File: config.mk
export PLATFORM = sky130hd
export DESIGN_NAME = mips32_ifetch_queue
export DESIGN_NICKNAME = d
export VERILOG_FILES = /design/src/rtl/mips32_pkg.sv /design/src/rtl/mips32_sync_fifo.sv /design/src/rtl/mips32_ifetch_queue.sv
export SDC_FILE = /design/constraint.sdc
export NUM_CORES = 1
export LEC_CHECK = 0
export ABC_AREA = 1
export ABC_CLOCK_PERIOD_IN_PS = 2390
export BUFFER_PORTS_ARGS = -buffer_cell sky130_fd_sc_hd__buf_2
export CAP_MARGIN = 25
export CORE_ASPECT_RATIO = 1.5
export CORE_UTILIZATION = 40
export CTS_CLUSTER_SIZE = 28
export DETAILED_ROUTE_END_ITERATION = 8
export PLACE_DENSITY_LB_ADDON = 0.05
export SETUP_SLACK_MARGIN = 0.1
export SYNTH_ARGS = -nofsm -noshare
export SYNTH_HDL_FRONTEND = slang
export SYNTH_SLANG_ARGS = --single-unit
File: constraint.sdc
create_clock -name clk1 -period 2.39 [get_ports clk1]
set_input_delay 0 -clock clk1 [delete_from_list [all_inputs] [get_ports clk1]]
set_output_delay 0 -clock clk1 [all_outputs]
set_load 0.05 [all_outputs]
File: src/rtl/mips32_pkg.sv
//==============================================================================
// Module   : mips32_pkg
// Brief    : Shared MIPS_32 constants: instruction width, address width, opcodes.
// Revision : 1.0 - initial release
//==============================================================================
`default_nettype none

package mips32_pkg;

  localparam int INSTR_W = 32;
  localparam int AW      = 10;

  localparam logic [5:0] OP_ADD   = 6'b000000;
  localparam logic [5:0] OP_SUB   = 6'b000001;
  localparam logic [5:0] OP_AND   = 6'b000010;
  localparam logic [5:0] OP_OR    = 6'b000011;
  localparam logic [5:0] OP_SLT   = 6'b000100;
  localparam logic [5:0] OP_MUL   = 6'b000101;
  localparam logic [5:0] OP_LW    = 6'b001000;
  localparam logic [5:0] OP_SW    = 6'b001001;
  localparam logic [5:0] OP_ADDI  = 6'b001010;
  localparam logic [5:0] OP_SUBI  = 6'b001011;
  localparam logic [5:0] OP_SLTI  = 6'b001100;
  localparam logic [5:0] OP_BNEQZ = 6'b001101;
  localparam logic [5:0] OP_BEQZ  = 6'b001110;
  localparam logic [5:0] OP_HLT   = 6'b111111;

  function automatic logic [5:0] opcode_of(input logic [INSTR_W-1:0] ir);
    return ir[INSTR_W-1:INSTR_W-6];
  endfunction

endpackage

`default_nettype wire

File: src/rtl/mips32_sync_fifo.sv
//==============================================================================
// Module   : mips32_sync_fifo
// Brief    : Small synchronous FIFO with flush; head reads as zero when empty.
// Revision : 1.0 - initial release
//==============================================================================
`default_nettype none

module mips32_sync_fifo
  import mips32_pkg::*;
#(
  parameter int WIDTH = INSTR_W + mips32_pkg::AW,
  parameter int DEPTH = 4
) (
  input  logic                     clk1,
  input  logic                     rst_n,
  input  logic                     push,
  input  logic [WIDTH-1:0]         push_data,
  input  logic                     pop,
  input  logic                     flush,
  output logic [$clog2(DEPTH):0]   count,
  output logic [WIDTH-1:0]         head
);

  localparam int c_pw = $clog2(DEPTH);

  logic [WIDTH-1:0] r_mem [DEPTH];
  logic [c_pw-1:0]  r_rd;
  logic [c_pw-1:0]  r_wr;
  logic [c_pw:0]    r_count;
  logic             w_do_push;
  logic             w_do_pop;

  // Flush overrides both push and pop in the same cycle.
  assign w_do_push = push & ~flush;
  assign w_do_pop  = pop & ~flush & (r_count != '0);

  always_ff @(posedge clk1 or negedge rst_n) begin
    if (!rst_n) begin
      r_rd    <= '0;
      r_wr    <= '0;
      r_count <= '0;
    end else if (flush) begin
      r_rd    <= '0;
      r_wr    <= '0;
      r_count <= '0;
    end else begin
      if (w_do_push) r_wr <= r_wr + c_pw'(1);
      if (w_do_pop)  r_rd <= r_rd + c_pw'(1);
      r_count <= r_count + (c_pw+1)'(w_do_push) - (c_pw+1)'(w_do_pop);
    end
  end

  for (genvar gi = 0; gi < DEPTH; gi++) begin : g_entry
    always_ff @(posedge clk1 or negedge rst_n) begin
      if (!rst_n) begin
        r_mem[gi] <= '0;
      end else if (w_do_push && (r_wr == c_pw'(gi))) begin
        r_mem[gi] <= push_data;
      end
    end
  end

  assign count = r_count;
  assign head  = (r_count != '0) ? r_mem[r_rd] : '0;

endmodule

`default_nettype wire

File: src/rtl/mips32_ifetch_queue.sv
//==============================================================================
// Module   : mips32_ifetch_queue
// Brief    : Credit-limited instruction prefetcher with flush-on-redirect queue.
// Revision : 1.0 - initial release
//==============================================================================
`default_nettype none

module mips32_ifetch_queue
  import mips32_pkg::*;
#(
  parameter int            DEPTH    = 4,
  parameter int            AW       = mips32_pkg::AW,
  parameter logic [AW-1:0] RESET_PC = '0
) (
  input  logic                clk1,
  input  logic                rst_n,
  input  logic                halted,
  input  logic                redirect_valid,
  input  logic [AW-1:0]       redirect_pc,
  output logic                imem_req,
  output logic [AW-1:0]       imem_addr,
  input  logic                imem_gnt,
  input  logic                imem_rvalid,
  input  logic [INSTR_W-1:0]  imem_rdata,
  output logic                id_valid,
  output logic [INSTR_W-1:0]  id_ir,
  output logic [INSTR_W-1:0]  id_npc,
  input  logic                id_ready
);

  localparam int                c_cnt_w = $clog2(DEPTH) + 1;
  localparam int                c_fw    = INSTR_W + AW;
  localparam logic [c_cnt_w:0]  c_depth = (c_cnt_w+1)'(DEPTH);

  logic [AW-1:0]      r_fetch_pc;
  logic [AW-1:0]      r_rsp_pc;
  logic [c_cnt_w-1:0] r_outst;
  logic [c_cnt_w-1:0] r_drop;

  logic [c_cnt_w-1:0] w_count;
  logic [c_fw-1:0]    w_head;
  logic [c_cnt_w:0]   w_inflight;
  logic               w_credit;
  logic               w_fire;
  logic               w_rsp;
  logic               w_dropping;
  logic               w_push;
  logic               w_pop;
  logic [AW-1:0]      w_npc;

  // Queued plus outstanding never exceeds DEPTH, so a push always finds room.
  assign w_inflight = {1'b0, w_count} + {1'b0, r_outst};
  assign w_credit   = w_inflight < c_depth;

  assign imem_req   = rst_n & ~halted & ~redirect_valid & w_credit;
  assign imem_addr  = r_fetch_pc;
  assign w_fire     = imem_req & imem_gnt;

  assign w_rsp      = imem_rvalid & (r_outst != '0);
  assign w_dropping = (r_drop != '0);
  assign w_push     = w_rsp & ~w_dropping & ~redirect_valid;
  assign w_pop      = id_valid & id_ready;
  assign w_npc      = r_rsp_pc + AW'(1);

  always_ff @(posedge clk1 or negedge rst_n) begin
    if (!rst_n) begin
      r_fetch_pc <= RESET_PC;
      r_rsp_pc   <= RESET_PC;
      r_outst    <= '0;
      r_drop     <= '0;
    end else if (redirect_valid) begin
      // Every response still in flight after this cycle belongs to the old stream.
      r_fetch_pc <= redirect_pc;
      r_rsp_pc   <= redirect_pc;
      r_outst    <= r_outst - c_cnt_w'(w_rsp);
      r_drop     <= r_outst - c_cnt_w'(w_rsp);
    end else begin
      r_outst <= r_outst + c_cnt_w'(w_fire) - c_cnt_w'(w_rsp);
      if (w_fire)              r_fetch_pc <= r_fetch_pc + AW'(1);
      if (w_rsp && w_dropping) r_drop     <= r_drop - c_cnt_w'(1);
      if (w_push)              r_rsp_pc   <= w_npc;
    end
  end

  mips32_sync_fifo #(
    .WIDTH (c_fw),
    .DEPTH (DEPTH)
  ) u_fifo (
    .clk1      (clk1),
    .rst_n     (rst_n),
    .push      (w_push),
    .push_data ({imem_rdata, w_npc}),
    .pop       (w_pop),
    .flush     (redirect_valid),
    .count     (w_count),
    .head      (w_head)
  );

  assign id_valid = (w_count != '0) & ~redirect_valid;
  assign id_ir    = w_head[c_fw-1:AW];
  assign id_npc   = {{(INSTR_W-AW){1'b0}}, w_head[AW-1:0]};

`ifndef SYNTHESIS
  a_no_orphan_rvalid: assert property (@(posedge clk1) disable iff (!rst_n)
    imem_rvalid |-> (r_outst != '0));
`endif

endmodule

`default_nettype wire
# Word level (Yosys, flattened, before mapping)
# Index checks and enable logic that the tools add are counted.
# classes
addsub	11
n_mul	0
div_mod_pow	0
n_lt_le_gt_ge	2
eq_ne	3
n_shift	0
mux	16
bitwise_logic	16
n_reduce_logical	14
# op_table
op	count
42-bit two-way mux	3
42-bit binary-select mux with 2-bit select	1
10-bit two-way mux	4
10-bit by 1-bit adder with 10-bit output (second input constant)	2
1-bit AND	12
3-bit two-way mux	4
2-bit nonzero test	5
3-bit nonzero test	3
3-bit by 1-bit subtractor with 3-bit output	3
2-bit two-way mux	4
3-bit by 1-bit adder with 3-bit output	2
1-bit logical AND	5
2-bit by 1-bit adder with 2-bit output (second input constant)	2
3-bit by 3-bit adder with 4-bit output	1
2-bit == test (second input constant)	2
4-bit by 3-bit < comparator with 1-bit output (second input constant)	1
3-bit >= comparator (second input constant)	1
1-bit NOT	3
2-bit NOT with 3-bit output	1
3-bit by 1-bit subtractor with 3-bit output (second input constant)	1
2-bit by 1-bit == test with 1-bit output (second input constant)	1
2-bit zero test	1
# totals
ff_bits	201
latchBits	0
mem_bits_rw	0
romBits	0
inputBits	49
output_inout_bits	76
n_memories	0

# Logic depth before layout (Yosys ltp)
# Gate-level depths: netlist of run 1.
# depth
depth_word	8
mapped_depth	14

# Modules after synthesis
# From an unflattened synthesis of run 1, not the netlist that was laid out.
# hier_totals
hier_cells	1425
hier_area_um2	10913.0
# by_module_without_submodules
mod	instances	cells_each	area_each_um2	seq_area_each_um2
mips32_sync_fifo	1	1133	8884.8	4379.2
mips32_ifetch_queue	1	292	2028.2	650.6

# Worst setup path before layout of run 1
# No wires, ideal clock.
# synth_timing
path_type	flip-flop to flip-flop
startpoint	register r_outst[2]
endpoint	register r_outst[2]
setup_time_ns	0.134
t_arrival_ns	2.364
required_time_ns	2.256
path_slack_ns	-0.108
path_stages_with_launch	15
period_less_slack_ns	2.498
cell_sequence	dfrtp_1 -> ha_1 -> inv_1 -> nand2_1 -> nor2_1 -> nand3_1 -> buf_2 -> ha_1 -> inv_1 -> ha_1 -> fa_1 -> xnor2_1 -> nand2_1 -> nand2_1 -> o21ai_0
# synth_via
elab_chain_len	7
elab_cells_between_ends	10
# synth_lines
element	line	source
from (decl)	mips32_ifetch_queue.sv:37	logic [c_cnt_w-1:0] r_outst;
from (signal assigned)	mips32_ifetch_queue.sv:75	r_outst <= r_outst - c_cnt_w'(w_rsp);
from (signal assigned)	mips32_ifetch_queue.sv:78	r_outst <= r_outst + c_cnt_w'(w_fire) - c_cnt_w'(w_rsp);
3-bit by 3-bit adder with 4-bit output	mips32_ifetch_queue.sv:52	assign w_inflight = {1'b0, w_count} + {1'b0, r_outst};
4-bit by 3-bit < comparator with 1-bit output	mips32_ifetch_queue.sv:53	assign w_credit = w_inflight < c_depth;
1-bit AND	mips32_ifetch_queue.sv:55	assign imem_req = rst_n & ~halted & ~redirect_valid & w_credit;
1-bit AND	mips32_ifetch_queue.sv:57	assign w_fire = imem_req & imem_gnt;
3-bit by 1-bit adder with 3-bit output	mips32_ifetch_queue.sv:78	
3-bit by 1-bit subtractor with 3-bit output	mips32_ifetch_queue.sv:78	
3-bit two-way mux (*)	mips32_ifetch_queue.sv:71	end else if (redirect_valid) begin
# Mark *: on every way between the ends. The rest lies on a longest branch, timed or not.
# A chain may end at the register's enable or synchronous reset.

# Final worst setup path of run 1
# layout_timing
startpoint	register u_fifo.r_count[2] (netlist: u_fifo.count[2])
endpoint	register r_outst[2]
# layout_via
elab_chain_len	7
# layout_lines
element	line	source
from (decl)	mips32_sync_fifo.sv:29	logic [c_pw:0] r_count;
from (signal assigned)	mips32_sync_fifo.sv:49	r_count <= r_count + (c_pw+1)'(w_do_push) - (c_pw+1)'(w_do_pop);
3-bit by 3-bit adder with 4-bit output	mips32_ifetch_queue.sv:52	
4-bit by 3-bit < comparator with 1-bit output	mips32_ifetch_queue.sv:53	
1-bit AND	mips32_ifetch_queue.sv:55	
1-bit AND	mips32_ifetch_queue.sv:57	
3-bit by 1-bit adder with 3-bit output	mips32_ifetch_queue.sv:78	
3-bit by 1-bit subtractor with 3-bit output	mips32_ifetch_queue.sv:78	
3-bit two-way mux	mips32_ifetch_queue.sv:71	
# Every way passes these cells.

==> flow_metrics.env, run 1 <==
export IMPL_antenna_found_initial=0
export IMPL_overflow=0
export IMPL_cts_sinks=201
export IMPL_synth_cell_type_count=29
export IMPL_fin_crit_ns=2.289
export IMPL_drc=0
export IMPL_clock_fmax_ghz=0.4368
export IMPL_area_growth_pct=21.69
export IMPL_hp_class="in2reg"
export IMPL_clock_latency_ns=0.50
export IMPL_r2r_setup_slack_ns=0.10
export IMPL_power_density_mw_per_mm2=1152
export IMPL_synth_area_per_cell_um2=7.820
export IMPL_fillerInstances=2495
export IMPL_numCtsBuffers=22
export IMPL_worstPathArrival_ns=2.66
export IMPL_hold_violations=0
export IMPL_seq_area_frac_synth=0.5073
export IMPL_ys_flop_type="dfrtp_1"
export IMPL_min_from="imem_gnt"
export IMPL_grt_pass1_vias=8466
export IMPL_r2r_start="u_fifo.count[2]"
export IMPL_r2r_end="r_outst[2]"
export IMPL_vias_per_cell=4.910
export IMPL_slew_headroom=0.4371
export IMPL_placed_cell_area_mm2=0.01079
export IMPL_setup_viol=0
export IMPL_drt_total_wl_um=27080
export IMPL_worstMarginPinSlew_ns=0.8443
export IMPL_yosys_warnings=0
export IMPL_initial_core_util=0.4072
export IMPL_wl_per_cell_um=15.56
export IMPL_row_count=70
export IMPL_grt_max_degree=86
export IMPL_io_buffer_count=102
export IMPL_root_buffer="clkbuf_16"
export IMPL_vdd_ir_drop_worst_mv=0.8185
export IMPL_synth_edf_count=0
export IMPL_clkTransAtPathRegs_ns=0.06
export IMPL_synth_area_leaders="dfrtp_1 (51%), nand2_1 (16%), a21oi_1 (6.4%)"
export IMPL_p_leak_nw=6.181
export IMPL_worstRegToRegCells=13
export IMPL_holdPathStages=5
export IMPL_min_period_over_period=0.9578
export IMPL_cts_tree="done"
export IMPL_grt_setup_unrepaired="yes"
export IMPL_postSynthCellCount=1268
export IMPL_crit_type="reg2reg"
export IMPL_core_area_mm2=0.02435
export IMPL_die_h_um=194.8
export IMPL_multi_input_area_mm2=0.004078
export IMPL_required_ns=2.76
export IMPL_async_flop_share=1.000
export IMPL_yosysTopAreaCell="dfrtp_1"
export IMPL_holdPathEnd="imem_addr[5]"
export IMPL_drtPass1Iterations=5
export IMPL_post_dp_hpwl_um=15660
export IMPL_finalNetCount=1469
export IMPL_gp_congestion=0.7655
export IMPL_finalSetupTns_ns=0
export IMPL_critPathMaxFanout=2
export IMPL_cp_end_kind="flop"
export IMPL_cp_start_kind="flop"
export IMPL_clk_path_buf_depth=3
export IMPL_ys_ff_latch=201
export IMPL_fin_worst_skew_ns=0.006971
export IMPL_synth_common_cells="nand2_1 (426), dfrtp_1 (201), a21oi_1 (127)"
export IMPL_grt_first_pass_wirelength_um=44130
export IMPL_cap_violations=0
export IMPL_synth_top_cell_area_share=0.5073
export IMPL_yosysMostFrequentCell="nand2_1"
export IMPL_ant_nets=0
export IMPL_io_pins=125
export IMPL_track_usage=0.2197
export IMPL_vias=8544
export IMPL_drv_slew=0
export IMPL_status="complete, no violations"
export IMPL_n_antenna_cell=0
export IMPL_drive_gt1_frac=0.1405
export IMPL_syn_cell_area_mm2=0.009916
export IMPL_final_util=0.4956
export IMPL_htreeDepth=1
export IMPL_drt_iter0_drc=479
export IMPL_ff_latch_area_mm2=0.005035
export IMPL_final_area_mm2=0.01207
export IMPL_die_w_um=130.6
export IMPL_die_area_mm2=0.02544
export IMPL_total_power_mw=13.90
[critical path, cell delays in order (launching register included)]
cell and delay [ns]:
dfrtp_1 0.38, ha_1 0.29, inv_1 0.05, nand2_1 0.05, nor2_2 0.11, nand3_2 0.12
ha_4 0.28, inv_2 0.04, ha_4 0.15, fa_2 0.36, xnor2_2 0.15, nand2_1 0.06
nand2_1 0.06, o21ai_1 0.07
[kinds of logic after synthesis]
family                   share of synthesized area
buffers and inverters                      0.09893
other                                    0.0003782
adder cells (fa/ha/maj)                    0.02423
AND/OR/NAND/NOR                             0.2018
XOR/XNOR                                  0.007950
AO/OA/AOI/OAI                               0.1595
flip-flops                                  0.5073
[per-stage QoR]
stage                     setup slack, ns  hold WS, ns  instances
final                              0.1008      0.02073       1740
after CTS                          0.1016      0.01661       1736
after floorplan                 -0.007556      -0.2956       1289
after global placement            0.02717       0.1710       1652
after detailed placement          0.02717       0.1651       1652
after global routing            -0.008243      0.04077       1740
[what timing repair did]
action | 4_1_cts | 5_1_grt
buffers inserted | 0 | 4
pin swaps | 1 | 1
hold endpoints to repair | 227 | 0
endpoints found under the setup margin | 43 | 25
resized for setup | 13 | 7
hold buffers | 46 | 0
[worst max-delay path by stage]
stage / startpoint / end / slack, ns / cells past startpoint
after floorplan: r_outst[2] / r_outst[2] / -0.008 / 14
after global routing: u_fifo.count[2] / r_outst[2] / -0.008 / 13
after detailed placement: u_fifo.count[2] / r_outst[2] / 0.03 / 13
after global placement: r_outst[2] / r_outst[2] / 0.03 / 13
after CTS: u_fifo.count[2] / r_outst[2] / 0.10 / 13
final: u_fifo.count[2] / r_outst[2] / 0.10 / 13
[cells in the final DEF, fill, tap and decap left out, types with 14 or more instances in the layout]
master         count
buf_2             93
inv_1            120
buf_4             33
dfrtp_1          199
nor2_1            19
clkbuf_16         23
nand3_1           44
dlygate4sd3_1     46
o21ai_1           75
ha_1              14
conb_1            22
o21ai_0          108
a21oi_1          126
nand2_1          424
[power by group]
part	switching, mW	internal [mW]
clock	1.38	2.04
combinational	4.14	1.62
sequential	0.404	4.31
[flip-flops by register name, summed over array words and instances, names as in the netlist]
| name | flops |
|---|---|
| u_fifo.r_wr | 2 |
| imem_addr | 10 |
| r_drop | 3 |
| u_fifo.count | 3 |
| u_fifo.r_mem | 168 |
| u_fifo.r_rd | 2 |
| r_outst | 3 |
| r_rsp_pc | 10 |
[per-layer routing]
layer  vias up  track usage  share of wire
met5         -            0              0
met1      4078       0.2888           0.45
met3        34      0.02753          0.043
met2       175       0.3811           0.49
li1       4257            -              -
met4         0      0.04768          0.016
[final cells by class]
cell class,instances,area share
clock buffer,32,0.05547
clock inverter,6,0.004873
inverter,126,0.03930
multi-input combinational,869,0.3379
sequential,201,0.4173
tap,324,0.03360
timing repair buffer,182,0.1116
Note: power is estimated with default switching activity, not from simulation.
==> run 2: changes to the inputs <==
--- a/config.mk
+++ b/config.mk
@@ -13,7 +13,7 @@
 export CORE_UTILIZATION = 40
 export CTS_CLUSTER_SIZE = 28
 export DETAILED_ROUTE_END_ITERATION = 8
-export PLACE_DENSITY_LB_ADDON = 0.05
+export PLACE_DENSITY_LB_ADDON = 0.08
 export SETUP_SLACK_MARGIN = 0.1
 export SYNTH_ARGS = -nofsm -noshare
 export SYNTH_HDL_FRONTEND = slang
==> flow_metrics.env, run 2 (synthesis results as in run 1) <==
export IMPL_grt_first_pass_wirelength_um=43030
export IMPL_htreeDepth=1
export IMPL_cp_start_kind="flop"
export IMPL_drt_iter0_drc=490
export IMPL_hold_violations=0
export IMPL_drt_total_wl_um=26010
export IMPL_row_count=70
export IMPL_hp_class="in2reg"
export IMPL_overflow=0
export IMPL_stdcell_count=1744
export IMPL_min_period_over_period=0.9456
export IMPL_n_antenna_cell=0
export IMPL_drv_slew=0
export IMPL_grt_pass1_vias=8493
export IMPL_worstPathArrival_ns=2.63
export IMPL_core_area_mm2=0.02435
export IMPL_cts_sinks=201
export IMPL_setup_ws_ns=0.1301
export IMPL_finalSetupTns_ns=0
export IMPL_status="complete, no violations"
export IMPL_required_ns=2.76
export IMPL_clock_latency_ns=0.50
export IMPL_clkTransAtPathRegs_ns=0.06
export IMPL_drtPass1Iterations=5
export IMPL_dp_cells=1653
export IMPL_root_buffer="clkbuf_16"
export IMPL_p_leak_nw=6.206
export IMPL_io_pins=125
export IMPL_layout_commonest_cell="nand2_1"
export IMPL_post_dp_hpwl_um=15670
export IMPL_numCtsBuffers=22
export IMPL_antenna_found_initial=0
export IMPL_worstMarginPinSlew_ns=0.8826
export IMPL_cap_violations=0
export IMPL_die_h_um=194.8
export IMPL_initial_core_util=0.4072
export IMPL_io_buffer_count=102
export IMPL_mostFrequentLayoutCells="nand2_1 (425), dfrtp_1 (199), a21oi_1 (127), inv_1 (120), o21ai_0 (108)"
export IMPL_grt_setup_unrepaired="yes"
export IMPL_setup_viol=0
export IMPL_gp_congestion=0.7683
export IMPL_power_density_mw_per_mm2=1146
export IMPL_track_usage=0.2143
export IMPL_die_w_um=130.6
export IMPL_finalNetCount=1471
export IMPL_area_growth_pct=21.97
export IMPL_vias=8429
export IMPL_cp_end_kind="flop"
export IMPL_vias_per_cell=4.833
export IMPL_die_area_mm2=0.02544
export IMPL_largest_reg_flops=168
export IMPL_crit_type="reg2reg"
export IMPL_critPathMaxFanout=2
export IMPL_fin_worst_skew_ns=0.01012
export IMPL_fin_crit_ns=2.260
export IMPL_ant_nets=0
export IMPL_clock_fmax_ghz=0.4425
export IMPL_wl_per_cell_um=14.91
export IMPL_worst_hold_slack_ns=0.01874
export IMPL_drive_gt1_frac=0.1373
export IMPL_grt_max_degree=153
export IMPL_cts_tree="done"
export IMPL_pre_cts_slack_ns=0.02070
export IMPL_final_util=0.4967
export IMPL_largest_register="u_fifo.r_mem"
export IMPL_vdd_ir_drop_worst_mv=0.5001
export IMPL_drc=0
export IMPL_slew_headroom=0.4116
export IMPL_clk_path_buf_depth=3
[run 2: per-layer routing]
metal | track usage | vias to the layer above | share of wire
li1 | - | 4265 | -
met1 | 0.2673 | 3989 | 0.44
met2 | 0.3874 | 145 | 0.50
met3 | 0.02532 | 30 | 0.037
met4 | 0.04938 | 0 | 0.016
met5 | 0 | - | 0
[run 2: cell type report]
type / count / area [um^2]
timing repair buffer: 184 / 1380
clock buffer: 34 / 656.9
clock inverter: 6 / 82.58
inverter: 126 / 475.5
sequential: 201 / 5035
fill: 2458 / 12250
tap: 324 / 405.4
multi-input combinational: 869 / 4059
[run 2: critical path, stage by stage (launching register included)]
cell and delay [ns]:
dfrtp_1 0.39, ha_1 0.29, inv_1 0.05, nand2_1 0.05, nor2_2 0.11, nand3_2 0.11
ha_4 0.28, inv_2 0.04, ha_4 0.14, fa_2 0.36, xnor2_2 0.15, nand2_1 0.06
nand2_1 0.05, o21ai_1 0.06
[run 2: final timing paths]
| check | slack (ns) | to | start | cells past startpoint |
|---|---|---|---|---|
| max | 0.13 | r_outst[2] | u_fifo.count[2] | 13 |
| min | 0.02 | imem_addr[5] | imem_gnt | 6 |
| max reg2reg | 0.13 | r_outst[2] | u_fifo.count[2] | 13 |
| min reg2reg | 0.46 | u_fifo.r_mem[148] | u_fifo.r_mem[148] | 2 |
| max in group asynchronous | 1.43 | u_fifo.r_mem[108] | rst_n | 3 |
| min in group asynchronous | 0.26 | u_fifo.r_mem[80] | rst_n | 3 |
[run 2: timing repair]
item | 4_1_cts | 5_1_grt
cloned | 0 | 0
hold endpoints to repair | 354 | 0
resized for setup | 6 | 2
setup endpoints to repair | 33 | 2
hold buffers | 46 | 0
pin swaps | 3 | 0
buffers inserted | 5 | 0
[run 2: power by group]
| group | switching [mW] | internal, mW | total (mW) |
|---|---|---|---|
| Sequential | 0.408 | 4.31 | 4.72 |
| Combinational | 4.06 | 1.60 | 5.66 |
| Clock | 1.38 | 2.11 | 3.48 |
| Total | 5.85 | 8.01 | 13.9 |
[run 2: through the flow]
stage | total power, mW | instance area (um^2)
global route | 14.80 | 12090
detailed placement | 10.39 | 10830
global placement | 10.31 | 10830
CTS | 14.03 | 12090
floorplan | 8.782 | 10040
finish | 13.86 | 12090
